## src/rtl/fcl_pkg.sv

```systemverilog
// Shared types and default sizing for the fully-connected-layer MAC controller.
//   fcl_state_e        : controller FSM encoding
//   FCL_OPERAND_WIDTH  : default unsigned operand width
//   FCL_VEC_LEN        : default maximum products per dot product
package fcl_pkg;

   typedef enum logic [1:0] {
      ST_IDLE  = 2'd0,
      ST_FEED  = 2'd1,
      ST_DRAIN = 2'd2,
      ST_DONE  = 2'd3
   } fcl_state_e;

   localparam int FCL_OPERAND_WIDTH = 8;
   localparam int FCL_VEC_LEN       = 16;

endpackage

```

## src/rtl/mult2.sv

```systemverilog
// Registered unsigned multiplier, one cycle of latency.
//   clk   : clock
//   rst_n : asynchronous active-low reset
//   a, b  : unsigned operands
//   p     : registered product a*b
module mult2 #(
   parameter int OPERAND_WIDTH = 8
) (
   input  logic                         clk,
   input  logic                         rst_n,
   input  logic [OPERAND_WIDTH-1:0]     a,
   input  logic [OPERAND_WIDTH-1:0]     b,
   output logic [2*OPERAND_WIDTH-1:0]   p
);

   always_ff @(posedge clk or negedge rst_n) begin
      if (!rst_n) p <= '0;
      else        p <= a * b;
   end

endmodule

```

## src/rtl/fcl_mac_ctrl.sv

```systemverilog
// Sequencing controller for the FCL shared multiplier: takes a start with a
// run-time length, streams operand pairs over valid/ready into mult2,
// accumulates the products and offers the dot product on a valid/ready port.
//   fcl_mac_ctrl_clk / _rst_b      : clock, async active-low reset
//   fcl_mac_ctrl_start_i / _len_i  : start pulse and vector length (IDLE only)
//   fcl_mac_ctrl_clr_i             : synchronous abort
//   fcl_mac_ctrl_op_valid_i/_ready_o, _a_i, _b_i : operand stream
//   fcl_mac_ctrl_res_valid_o/_ready_i, _res_o    : result port
//   fcl_mac_ctrl_busy_o            : high outside IDLE
//
// state    | meaning
// ST_IDLE  | waiting for start; result port holds last value
// ST_FEED  | accepting operand beats until len beats taken
// ST_DRAIN | one cycle to fold in the last product
// ST_DONE  | result valid, waiting for downstream ready
module fcl_mac_ctrl
   import fcl_pkg::*;
#(
   parameter int OPERAND_WIDTH = FCL_OPERAND_WIDTH,
   parameter int VEC_LEN       = FCL_VEC_LEN,
   parameter int LEN_WIDTH     = $clog2(VEC_LEN+1),
   parameter int ACC_WIDTH     = 2*OPERAND_WIDTH + $clog2(VEC_LEN)
) (
   input  logic                       fcl_mac_ctrl_clk,
   input  logic                       fcl_mac_ctrl_rst_b,
   input  logic                       fcl_mac_ctrl_start_i,
   input  logic [LEN_WIDTH-1:0]       fcl_mac_ctrl_len_i,
   input  logic                       fcl_mac_ctrl_clr_i,
   input  logic                       fcl_mac_ctrl_op_valid_i,
   output logic                       fcl_mac_ctrl_op_ready_o,
   input  logic [OPERAND_WIDTH-1:0]   fcl_mac_ctrl_a_i,
   input  logic [OPERAND_WIDTH-1:0]   fcl_mac_ctrl_b_i,
   output logic                       fcl_mac_ctrl_res_valid_o,
   input  logic                       fcl_mac_ctrl_res_ready_i,
   output logic [ACC_WIDTH-1:0]       fcl_mac_ctrl_res_o,
   output logic                       fcl_mac_ctrl_busy_o
);

   localparam logic [LEN_WIDTH-1:0] MAX_LEN = LEN_WIDTH'(VEC_LEN);

   fcl_state_e                   state_q, state_d;
   logic [LEN_WIDTH-1:0]         cnt_q;
   logic [LEN_WIDTH-1:0]         len_q;
   logic [LEN_WIDTH-1:0]         len_clamp;
   logic [ACC_WIDTH-1:0]         acc_q;
   logic [ACC_WIDTH-1:0]         acc_next;
   logic [ACC_WIDTH-1:0]         res_q;
   logic                         prod_vld_q;
   logic                         beat;
   logic [OPERAND_WIDTH-1:0]     mul_a, mul_b;
   logic [2*OPERAND_WIDTH-1:0]   prod;

   assign len_clamp = (fcl_mac_ctrl_len_i > MAX_LEN) ? MAX_LEN : fcl_mac_ctrl_len_i;

   // Inputs held at zero between beats so the multiplier does not toggle.
   assign mul_a = beat ? fcl_mac_ctrl_a_i : '0;
   assign mul_b = beat ? fcl_mac_ctrl_b_i : '0;

   mult2 #(.OPERAND_WIDTH(OPERAND_WIDTH)) u_mult2 (
      .clk   (fcl_mac_ctrl_clk),
      .rst_n (fcl_mac_ctrl_rst_b),
      .a     (mul_a),
      .b     (mul_b),
      .p     (prod)
   );

   assign acc_next = acc_q + (prod_vld_q ? ACC_WIDTH'(prod) : '0);

   always_ff @(posedge fcl_mac_ctrl_clk or negedge fcl_mac_ctrl_rst_b) begin
      if (!fcl_mac_ctrl_rst_b) state_q <= ST_IDLE;
      else                     state_q <= state_d;
   end

   always_comb begin
      state_d                  = state_q;
      beat                     = 1'b0;
      fcl_mac_ctrl_op_ready_o  = 1'b0;
      fcl_mac_ctrl_res_valid_o = 1'b0;
      fcl_mac_ctrl_busy_o      = 1'b1;
      case (state_q)
         ST_IDLE: begin
            fcl_mac_ctrl_busy_o = 1'b0;
            if (fcl_mac_ctrl_start_i)
               state_d = (len_clamp == '0) ? ST_DONE : ST_FEED;
         end
         ST_FEED: begin
            fcl_mac_ctrl_op_ready_o = 1'b1;
            beat = fcl_mac_ctrl_op_valid_i;
            if (beat && (cnt_q + 1'b1 == len_q))
               state_d = ST_DRAIN;
         end
         ST_DRAIN: state_d = ST_DONE;
         ST_DONE: begin
            fcl_mac_ctrl_res_valid_o = 1'b1;
            if (fcl_mac_ctrl_res_ready_i)
               state_d = ST_IDLE;
         end
         default: state_d = ST_IDLE;
      endcase
      if (fcl_mac_ctrl_clr_i)
         state_d = ST_IDLE;
   end

   always_ff @(posedge fcl_mac_ctrl_clk or negedge fcl_mac_ctrl_rst_b) begin
      if (!fcl_mac_ctrl_rst_b) begin
         cnt_q      <= '0;
         len_q      <= '0;
         acc_q      <= '0;
         res_q      <= '0;
         prod_vld_q <= 1'b0;
      end else if (fcl_mac_ctrl_clr_i) begin
         cnt_q      <= '0;
         acc_q      <= '0;
         prod_vld_q <= 1'b0;
      end else begin
         prod_vld_q <= beat;
         if (state_q == ST_IDLE && fcl_mac_ctrl_start_i) begin
            cnt_q <= '0;
            acc_q <= '0;
            len_q <= len_clamp;
            res_q <= '0;
         end else begin
            if (beat) cnt_q <= cnt_q + 1'b1;
            acc_q <= acc_next;
            // Result register only loads the completed sum, never a partial one.
            if (state_q == ST_DRAIN) res_q <= acc_next;
         end
      end
   end

   assign fcl_mac_ctrl_res_o = res_q;

endmodule
```

## config.mk

```make
export PLATFORM = sky130hd
export DESIGN_NAME = fcl_mac_ctrl
export DESIGN_NICKNAME = d
export VERILOG_FILES = /design/src/rtl/fcl_pkg.sv /design/src/rtl/mult2.sv /design/src/rtl/fcl_mac_ctrl.sv
export SDC_FILE = /design/constraint.sdc
export NUM_CORES = 1
export LEC_CHECK = 0
export BUFFER_PORTS_ARGS = -buffer_cell sky130_fd_sc_hd__buf_2
export CORE_MARGIN = 5
export CORE_UTILIZATION = 61
export DETAILED_ROUTE_END_ITERATION = 8
export HOLD_SLACK_MARGIN = 0.05
export PLACE_DENSITY = 0.81
export SLEW_MARGIN = 25
export SYNTH_ARGS = -nofsm -noshare
export SYNTH_HDL_FRONTEND = slang
export SYNTH_HIERARCHICAL = 1
export SYNTH_SLANG_ARGS = --single-unit
```

## constraint.sdc

```tcl
create_clock -name fcl_mac_ctrl_clk -period 6 [get_ports fcl_mac_ctrl_clk]
set_input_delay 0.3 -clock fcl_mac_ctrl_clk [delete_from_list [all_inputs] [get_ports fcl_mac_ctrl_clk]]
set_output_delay 0.3 -clock fcl_mac_ctrl_clk [all_outputs]
set_load 0.01 [all_outputs]
```

==> results of run 1 <==
## registers in the layout, indices dropped and copies added (netlist names)
register and count:
cnt_q 5, u_mult2/p 16, state_q 2, acc_q 20, prod_vld_q 1, len_q 5, fcl_mac_ctrl_res_o 20
## Yosys cell counts, types with 2 or more instances
library cell | count | area (µm²)
fa_1 | 37 | 741
nor2_1 | 30 | 113
a211o_1 | 3 | 26.3
nor2b_1 | 2 | 12.5
clkbuf_1 | 13 | 48.8
o211ai_1 | 9 | 67.6
a21oi_1 | 30 | 150
a21o_1 | 3 | 22.5
o311ai_0 | 3 | 26.3
ha_1 | 58 | 726
and3_1 | 24 | 150
xor2_1 | 17 | 149
a21boi_0 | 2 | 15.0
a211oi_1 | 3 | 22.5
o21a_1 | 6 | 45.0
a32o_1 | 2 | 20.0
o31ai_1 | 5 | 37.5
o2111ai_1 | 2 | 17.5
nand2_1 | 55 | 206
dfrtp_1 | 69 | 1730
buf_2 | 3 | 15.0
nand3_1 | 14 | 70.1
or4_1 | 7 | 52.6
o21bai_1 | 2 | 15.0
a22o_1 | 5 | 43.8
and2_1 | 71 | 444
inv_1 | 61 | 229
o21ai_0 | 31 | 155
nand2b_1 | 8 | 50.1
nand4_1 | 4 | 25.0
o22ai_1 | 3 | 18.8
nor3_1 | 10 | 50.1
and4_1 | 2 | 17.5
nor4_1 | 2 | 12.5
mux2i_1 | 3 | 30.0
xnor2_1 | 15 | 131
or3_1 | 6 | 37.5
a31oi_1 | 3 | 18.8
## report_power, final
part / internal (mW) / switching, mW
logic: 0.0986 / 0.186
clock network: 0.193 / 0.190
registers: 0.493 / 0.0209
total: 0.785 / 0.396
## logic make-up (layout without fill, tap and decap cells)
| family | count (synthesis) | in the layout | synth area share, % |
|---|---|---|---|
| fa+ha+maj | 95 | 95 | 24.5 |
| buf+inv | 79 | 128 | 5.08 |
| xor+xnor | 32 | 32 | 4.69 |
| flops | 69 | 69 | 28.9 |
| compound gates | 126 | 126 | 14.0 |
| simple gates | 244 | 244 | 22.2 |
| mux | 4 | 4 | 0.691 |
## per-stage QoR
stage               std cells  setup slack (ns)  hold slack (ns)  cell area, µm²
finish                    831             0.791            0.139            6530
global route              831             0.502            0.198            6530
CTS                       831             0.810            0.176            6530
detailed placement        815             0.848            0.462            6330
global placement          815              1.07            0.455            6330
floorplan                 649              1.07          0.00441            5980
## critical path: cells and delay by family, from the launching register on
family	cells	cell delay [ns]
buffers and inverters	4	0.28
adder cells (fa/ha/maj)	6	2.96
AND/OR/NAND/NOR	4	0.81
XOR/XNOR	1	0.13
flip-flops	1	0.41
AO/OA/AOI/OAI	2	0.51
## final cells by class
cell class                      instances  area [µm²]  share of cell area [%]
Clock inverter                          7        73.8                    1.13
Clock buffer                            9         124                    1.90
Sequential cell                        69        1730                    26.4
Multi-Input combinational cell        501        3950                    60.5
Timing Repair Buffer                   51         260                    3.99
Inverter                               61         229                    3.51
Tap cell                              133         166                    2.55
## metal layers
layer,vias to the layer above,share of wire (%)
met5,-,0
met4,0,2.2
met3,27,3.4
met2,100,50
met1,2356,44
li1,2315,-
## path summary, 6_finish.rpt
path | to | startpoint
hold / removal | fcl_mac_ctrl_res_o[11]$_DFFE_PN0P_ | fcl_mac_ctrl_rst_b
max in group asynchronous | acc_q[5]$_DFF_PN0_ | fcl_mac_ctrl_rst_b
hold reg to reg | fcl_mac_ctrl_res_o[12]$_DFFE_PN0P_ | fcl_mac_ctrl_res_o[12]$_DFFE_PN0P_
min in group fcl_mac_ctrl_clk | len_q[2]$_DFFE_PN0P_ | fcl_mac_ctrl_len_i[2]
setup reg to reg | u_mult2/p[11]$_DFF_PN0_ | state_q[1]$_DFFE_PN0P_
setup / recovery | u_mult2/p[11]$_DFF_PN0_ | state_q[1]$_DFFE_PN0P_
==> results.md, run 1 <==
* # rows at 36
* Setup TNS at 0 ns
* GRT met1 Usage at 28.1%
* #FFs+latches synth at 69
* Reg2reg path depth at 17
* 1st-iter DRT viols at 237
* Headroom to the max-slew limit at 35.8%
* Ys async rst share at 100%
* H-tree depth at 3
* Cts repair resizes at 0
* CP arrival at 5.47 ns
* Final #Nets at 815
* DIE WIDTH at 109 µm
* Setup bufs post-CTS at 0
* Routability cong. at 0.973
* Maximum VDD drop at 139 µV
* Initial Util at 61.7%
* FILL cells at 775
* Slowest CP cell: fa_1
* Max incr delay on CP at 0.54 ns
* Antenna violations before repair at 0
* GRT busiest layer: met2
* CTS tree: yes
* Synth Flop Type: dfrtp_1
* Final Hold Viols at 0
* Pins over their slew limit at 0
* Via Count at 4798
* Post-synth cell types at 64
* Crit path cell chain: inv_1 > ha_1 > and3_1 > nand2_1 > fa_1 > fa_1 > inv_1 > fa_1 > inv_1 > fa_1 > inv_1 > ha_1 > and2_4 > a221oi_2 > nand2_1 > a31oi_1 > xnor2_1
* Fraction of layout cells with a size suffix above 1 at 11.3%
* Worst hold path type: in -> async
* Hpwl dp at 10.1 mm
* EDFF count, synth at 0
* Met2 track demand over resource at 40.1%
* Global-route wire length before repair at 21.4 mm
* ANT nets after route at 0
* TritonRoute pass-1 iters at 5
* # IOs at 50
* Mapped Nets at 771
* Layout area overhead at 9.19%
* Crit start category: register
* Pwr dens at 181 nW/µm²
* Crit. End Element: register
* Total CTS buffers at 9
* Commonest cells after routing, fill and taps aside: and2_1, dfrtp_1, inv_1
* Num Clock Sinks at 69
* Clk buf depth at 2
* Worst-path fanout max at 21
* Clock skew at 0.0201 ns
* Unrepaired setup endpoints after global routing: no
* Wirelength per Cell at 15.3 µm
* Core area at 9680 µm²
* Status: complete, no violations
* Most common cell after layout, fill and taps aside: and2_1
* Max-cap violation count at 0
* Reg clk slew, reported paths at 0.09 ns
* DRC violations left at 0
* Largest net degree at the start of global routing at 70
* CTS Hold Bufs at 0
* Util after Layout at 67.4%
* Routed Wire Length at 12.7 mm
* Pwr Total at 1.18 mW
* Port Buffers at 49
* Leak pwr at 3.40 nW
* Least-Margin Pin Slew at 0.963 ns
* Register area share after synthesis at 28.9%
* Gr usage total at 22.5%
* DIE AREA at 11900 µm²
* Met3 usage at 3.32%
* Slack of the worst reg-to-reg path at 0.79 ns
* Mapped cell area at 5980 µm²
* Tmin final at 5.21 ns
* Vias in the first global route at 4708
* Worst path required time at 6.26 ns
* Syn. warnings at 6
* Critical path type: reg -> reg
* Total gr overflow at 0
* Final Setup Violations at 0
* Mapped Avg Cell Area at 9.21 µm²
* Die height at 109 µm
* Post-Syn Instances at 649
* Fmax at 192 MHz
* CTS Root Cell: clkbuf_8
* Vias/cell at 5.77
* Antenna cell count at 0
* Tcrit/Tclk final at 86.8%
* Clk_lat worst skew at 0.35 ns
No activity file was read; power rests on OpenSTA's default activity.
==> run 2, diff against run 1 <==
--- a/config.mk
+++ b/config.mk
@@ -7,10 +7,10 @@
 export LEC_CHECK = 0
 export BUFFER_PORTS_ARGS = -buffer_cell sky130_fd_sc_hd__buf_2
 export CORE_MARGIN = 5
-export CORE_UTILIZATION = 61
+export CORE_UTILIZATION = 56
 export DETAILED_ROUTE_END_ITERATION = 8
 export HOLD_SLACK_MARGIN = 0.05
-export PLACE_DENSITY = 0.81
+export PLACE_DENSITY = 0.9
 export SLEW_MARGIN = 25
 export SYNTH_ARGS = -nofsm -noshare
 export SYNTH_HDL_FRONTEND = slang
==> constraint.sdc (replaced) <==
create_clock -name fcl_mac_ctrl_clk -period 4.5 [get_ports fcl_mac_ctrl_clk]
set_input_delay 0.225 -clock fcl_mac_ctrl_clk [delete_from_list [all_inputs] [get_ports fcl_mac_ctrl_clk]]
set_output_delay 0.225 -clock fcl_mac_ctrl_clk [all_outputs]
set_load 0.01 [all_outputs]
==> results.md, run 2 (synthesized netlist as in run 1, its figures left out) <==
* 1st-iter DRT viols at 344
* Initial Util at 57.7%
* Worst path required time at 4.76 ns
* Antenna violations before repair at 0
* Placed cells at 826
* FILL cells at 803
* CP arrival at 4.74 ns
* Crit path cell chain: inv_2 > ha_4 > buf_6 > and3_4 > and2_1 > fa_2 > fa_1 > inv_1 > fa_1 > fa_1 > inv_1 > ha_4 > a211o_1 > o211ai_1 > nor3b_2 > xnor2_1
* TritonRoute pass-1 iters at 7
* Via Count at 4929
* Leak pwr at 3.47 nW
* Most common cell after layout, fill and taps aside: dfrtp_1
* Clock skew at 0.0135 ns
* Vias/cell at 5.79
* Max incr delay on CP at 0.55 ns
* Area occupied by multi-input gates at 4150 µm²
* Unrepaired setup endpoints after global routing: yes
* Critical path's top delay family: adder cells
* DIE AREA at 12800 µm²
* Commonest cells after routing, fill and taps aside: dfrtp_1, and2_1, inv_1
* Routability cong. at 0.971
* Final #Nets at 833
* Pwr dens at 239 nW/µm²
* Clk buf depth at 2
* Core area at 10400 µm²
* Hpwl dp at 10.7 mm
* # rows at 37
* Worst hold path type: in -> async
* Total gr overflow at 0
* Pins over their slew limit at 0
* R2r endpoint: u_mult2/p[12]$_DFF_PN0_
* Tcrit/Tclk final at 99.6%
* Final Setup Violations at 0
* Status: complete, no violations
* Fmax at 223 MHz
* Total CTS buffers at 9
* Port Buffers at 49
* ANT nets after route at 0
* Max-cap violation count at 0
* Routed Wire Length at 13.7 mm
* Critical path's most frequent cell: fa_1
* Crit start category: register
* Largest net degree at the start of global routing at 70
* Headroom to the max-slew limit at 41.5%
* Maximum VDD drop at 171 µV
* Num Clock Sinks at 69
* Seq. cell area at 1730 µm²
* Worst-path fanout max at 7
* CP Buf/Inv Count at 4
* Global-route wire length before repair at 23.1 mm
* Final Instance Count excl. Fillers at 852
* Final Hold Viols at 0
* Slack of the worst reg-to-reg path at 0.02 ns
* Reg clk slew, reported paths at 0.08 ns
* Slowest CP cell: fa_1
* Layout area overhead at 14.9%
* H-tree depth at 3
* # IOs at 50
* Gr usage total at 21.8%
* Reg2reg path depth at 16
* CTS Root Cell: clkbuf_8
* DRC violations left at 0
* DIE WIDTH at 113 µm
* Least-Margin Pin Slew at 0.877 ns
* CTS tree: yes
* Die height at 113 µm
* R2R Path Start: state_q[1]$_DFFE_PN0P_
* Critical path type: reg -> reg
* Crit. End Element: register
* Fraction of layout cells with a size suffix above 1 at 18.3%
* Clk_lat worst skew at 0.36 ns
* Wirelength per Cell at 16.1 µm
* Vias in the first global route at 5004
* Tmin final at 4.48 ns
* Pwr Total at 1.64 mW
* Antenna cell count at 0
run 2: cell types whose count changed in the layout (fill, tap and decap cells not counted), sizes merged:
cell / previous run / this run
bufinv: 1 / 0
buf: 51 / 69
inv: 62 / 61
clkbuf: 9 / 11
run 2: metal layers:
| layer | vias up | routed length, µm | global-route usage (%) |
|---|---|---|---|
| li1 | 2356 | - | - |
| met1 | 2435 | 5760 | 27.4 |
| met2 | 122 | 7140 | 39.1 |
| met3 | 16 | 609 | 3.21 |
| met4 | 0 | 164 | 6.17 |
| met5 | - | 0 | 0 |
run 2: worst max-delay path by stage:
stage / startpoint / endpoint / cells after the start
finish: state_q[1]$_DFFE_PN0P_ / u_mult2/p[12]$_DFF_PN0_ / 16
global route: state_q[1]$_DFFE_PN0P_ / u_mult2/p[11]$_DFF_PN0_ / 19
CTS: state_q[1]$_DFFE_PN0P_ / u_mult2/p[12]$_DFF_PN0_ / 15
detailed placement: state_q[1]$_DFFE_PN0P_ / u_mult2/p[15]$_DFF_PN0_ / 16
global placement: state_q[1]$_DFFE_PN0P_ / u_mult2/p[15]$_DFF_PN0_ / 15
floorplan: state_q[1]$_DFFE_PN0P_ / u_mult2/p[15]$_DFF_PN0_ / 20
run 2: area by class of cell:
type                       instances  area share (%)
clock buffer                      11            2.20
clock inverter                     5           0.510
inverter                          61            3.33
multi-input combinational        501            60.4
sequential                        69            25.1
tap                              136            2.48
timing repair buffer              69            5.92
run 2: timing repair:
| item | CTS | global route |
|---|---|---|
| gates resized for setup | 3 | 27 |
| setup buffers | 2 | 8 |
| hold buffers | 0 | 0 |
| endpoints found under the setup margin | 4 | 8 |
| pin swaps | 1 | 27 |
run 2: metrics by stage:
step | hold WS (ns) | setup TNS (ns) | util [%] | cell area (µm²) | worst slack, ns
after floorplan | -0.0706 | 0 | - | 6080 | 0.0403
after global placement | 0.454 | 0 | 62.5 | 6480 | 0.0946
after detailed placement | 0.463 | -0.0802 | 62.5 | 6480 | -0.0564
after CTS | 0.0759 | 0 | 64.5 | 6690 | 0.00700
after global routing | 0.136 | -0.525 | 66.2 | 6870 | -0.146
final | 0.0562 | 0 | 66.2 | 6870 | 0.0183
run 2: power breakdown:
group,internal [mW],switching (mW)
clock network,0.230,0.239
registers,0.658,0.0299
logic,0.201,0.285
total,1.09,0.554
==> run 3, diff against run 2 <==
--- a/config.mk
+++ b/config.mk
@@ -7,10 +7,10 @@
 export LEC_CHECK = 0
 export BUFFER_PORTS_ARGS = -buffer_cell sky130_fd_sc_hd__buf_2
 export CORE_MARGIN = 5
-export CORE_UTILIZATION = 56
+export CORE_UTILIZATION = 61
 export DETAILED_ROUTE_END_ITERATION = 8
 export HOLD_SLACK_MARGIN = 0.05
-export PLACE_DENSITY = 0.9
+export PLACE_DENSITY = 0.93
 export SLEW_MARGIN = 25
 export SYNTH_ARGS = -nofsm -noshare
 export SYNTH_HDL_FRONTEND = slang
==> constraint.sdc (replaced) <==
create_clock -name fcl_mac_ctrl_clk -period 5.7 [get_ports fcl_mac_ctrl_clk]
set_input_delay 0.285 -clock fcl_mac_ctrl_clk [delete_from_list [all_inputs] [get_ports fcl_mac_ctrl_clk]]
set_output_delay 0.285 -clock fcl_mac_ctrl_clk [all_outputs]
set_load 0.01 [all_outputs]
==> results.md, run 3 (synthesized netlist as in run 1, its figures left out) <==
* Pwr dens at 194 nW/µm²
* Antenna violations before repair at 0
* Port Buffers at 49
* Worst-path fanout max at 14
* H-tree depth at 3
* # rows at 36
* Pwr Total at 1.27 mW
* CTS Hold Bufs at 0
* CTS Root Cell: clkbuf_8
* Clk_lat worst skew at 0.35 ns
* Initial Util at 61.7%
* Clock skew at 0.0173 ns
* Tcrit/Tclk final at 90.6%
* Pins over their slew limit at 0
* Total gr overflow at 0
* Fraction of layout cells with a size suffix above 1 at 11.4%
* Routed Wire Length at 13.5 mm
* Antenna cell count at 0
* Tmin final at 5.16 ns
* CP arrival at 5.43 ns
* 1st-iter DRT viols at 264
* Wirelength per Cell at 16.2 µm
* Die height at 109 µm
* Unrepaired setup endpoints after global routing: no
* Vias in the first global route at 4988
* Crit start category: register
* Reg2reg path depth at 17
* Crit. End Element: register
* Critical path type: reg -> reg
* # IOs at 50
* Leak pwr at 3.41 nW
* TritonRoute pass-1 iters at 6
* Worst hold path type: in -> async
* Slack of the worst reg-to-reg path at 0.54 ns
* Fmax at 194 MHz
* Setup TNS at 0 ns
* Largest net degree at the start of global routing at 70
* Num Clock Sinks at 69
* Final Setup Violations at 0
* Most common cell after layout, fill and taps aside: and2_1
* Cts repair resizes at 0
* Routability cong. at 0.941
* Clk buf depth at 2
* Util after Layout at 67.6%
* Vias/cell at 5.88
* Core area at 9680 µm²
* Total CTS buffers at 9
* CTS tree: yes
* DIE WIDTH at 109 µm
* Max-cap violation count at 0
* Commonest cells after routing, fill and taps aside: and2_1, dfrtp_1, inv_1
* DIE AREA at 11900 µm²
* Gr usage total at 24.3%
* Final #Nets at 816
* Setup bufs post-CTS at 0
* ANT nets after route at 0
* Worst path required time at 5.96 ns
* DRC violations left at 0
* Least-Margin Pin Slew at 0.921 ns
* Final WS setup at 0.536 ns
* Via Count at 4892
* Reg clk slew, reported paths at 0.09 ns
* Final Hold Viols at 0
* Maximum VDD drop at 118 µV
* Hpwl dp at 10.6 mm
* Layout area overhead at 9.50%
* Status: complete, no violations
* Placement Setup Slack at 0.618 ns
* Global-route wire length before repair at 22.9 mm
* Headroom to the max-slew limit at 38.6%
## run 3: cell count changes in the layout (fill, tap and decap cells not counted), moves of 4 or more
cell and delta:
and3_1 +12, ha_4 -7, and2_1 +4, buf_4 -14, and3_4 -12, ha_1 +7
and2_4 -4
## run 3: final cells by class
| cell class | instances | area (µm²) |
|---|---|---|
| Tap cell | 133 | 166 |
| Multi-Input combinational cell | 501 | 3950 |
| Timing Repair Buffer | 52 | 268 |
| Sequential cell | 69 | 1730 |
| Clock buffer | 10 | 138 |
| Clock inverter | 6 | 71.3 |
| Fill cell | 724 | 3140 |
| Inverter | 61 | 229 |
## run 3: stage by stage
| step | hold slack (ns) | area (µm²) | std cells |
|---|---|---|---|
| after floorplan | -0.0106 | 5980 | 649 |
| after global placement | 0.461 | 6340 | 816 |
| after detailed placement | 0.466 | 6340 | 816 |
| after CTS | 0.131 | 6550 | 832 |
| after global routing | 0.192 | 6550 | 832 |
| final | 0.119 | 6550 | 832 |
## run 3: critical path, cell delays in order (launching register included)
cell	delay, ns
dfrtp_1	0.41
inv_1	0.13
ha_1	0.41
and3_1	0.36
nand2_1	0.12
fa_1	0.53
fa_1	0.56
inv_1	0.06
fa_1	0.52
inv_1	0.05
fa_1	0.53
inv_1	0.04
ha_1	0.36
and2_4	0.18
a221oi_2	0.28
nand2_1	0.15
a31oi_1	0.22
xnor2_1	0.14
## run 3: per-layer routing
metal,wire [µm],GRT usage (%),vias up
met3,619,3.67,26
met4,240,7.48,0
li1,-,-,2326
met1,5440,28.8,2390
met2,7210,45.0,150
met5,0,0,-
## run 3: power by group
| group | switching (mW) | total [mW] | internal (mW) |
|---|---|---|---|
| registers | 0.0239 | 0.543 | 0.520 |
| logic | 0.206 | 0.315 | 0.109 |
| clock network | 0.196 | 0.413 | 0.217 |
| total | 0.426 | 1.27 | 0.846 |
## run 3: path summary, 6_finish.rpt
path,from,to
worst max-delay path,state_q[1]$_DFFE_PN0P_,u_mult2/p[11]$_DFF_PN0_
worst min-delay path,fcl_mac_ctrl_rst_b,fcl_mac_ctrl_res_o[10]$_DFFE_PN0P_
worst max register to register,state_q[1]$_DFFE_PN0P_,u_mult2/p[11]$_DFF_PN0_
worst min register to register,fcl_mac_ctrl_res_o[14]$_DFFE_PN0P_,fcl_mac_ctrl_res_o[14]$_DFFE_PN0P_
max in group asynchronous,fcl_mac_ctrl_rst_b,cnt_q[3]$_DFFE_PN0P_
min in group fcl_mac_ctrl_clk,fcl_mac_ctrl_len_i[3],len_q[3]$_DFFE_PN0P_
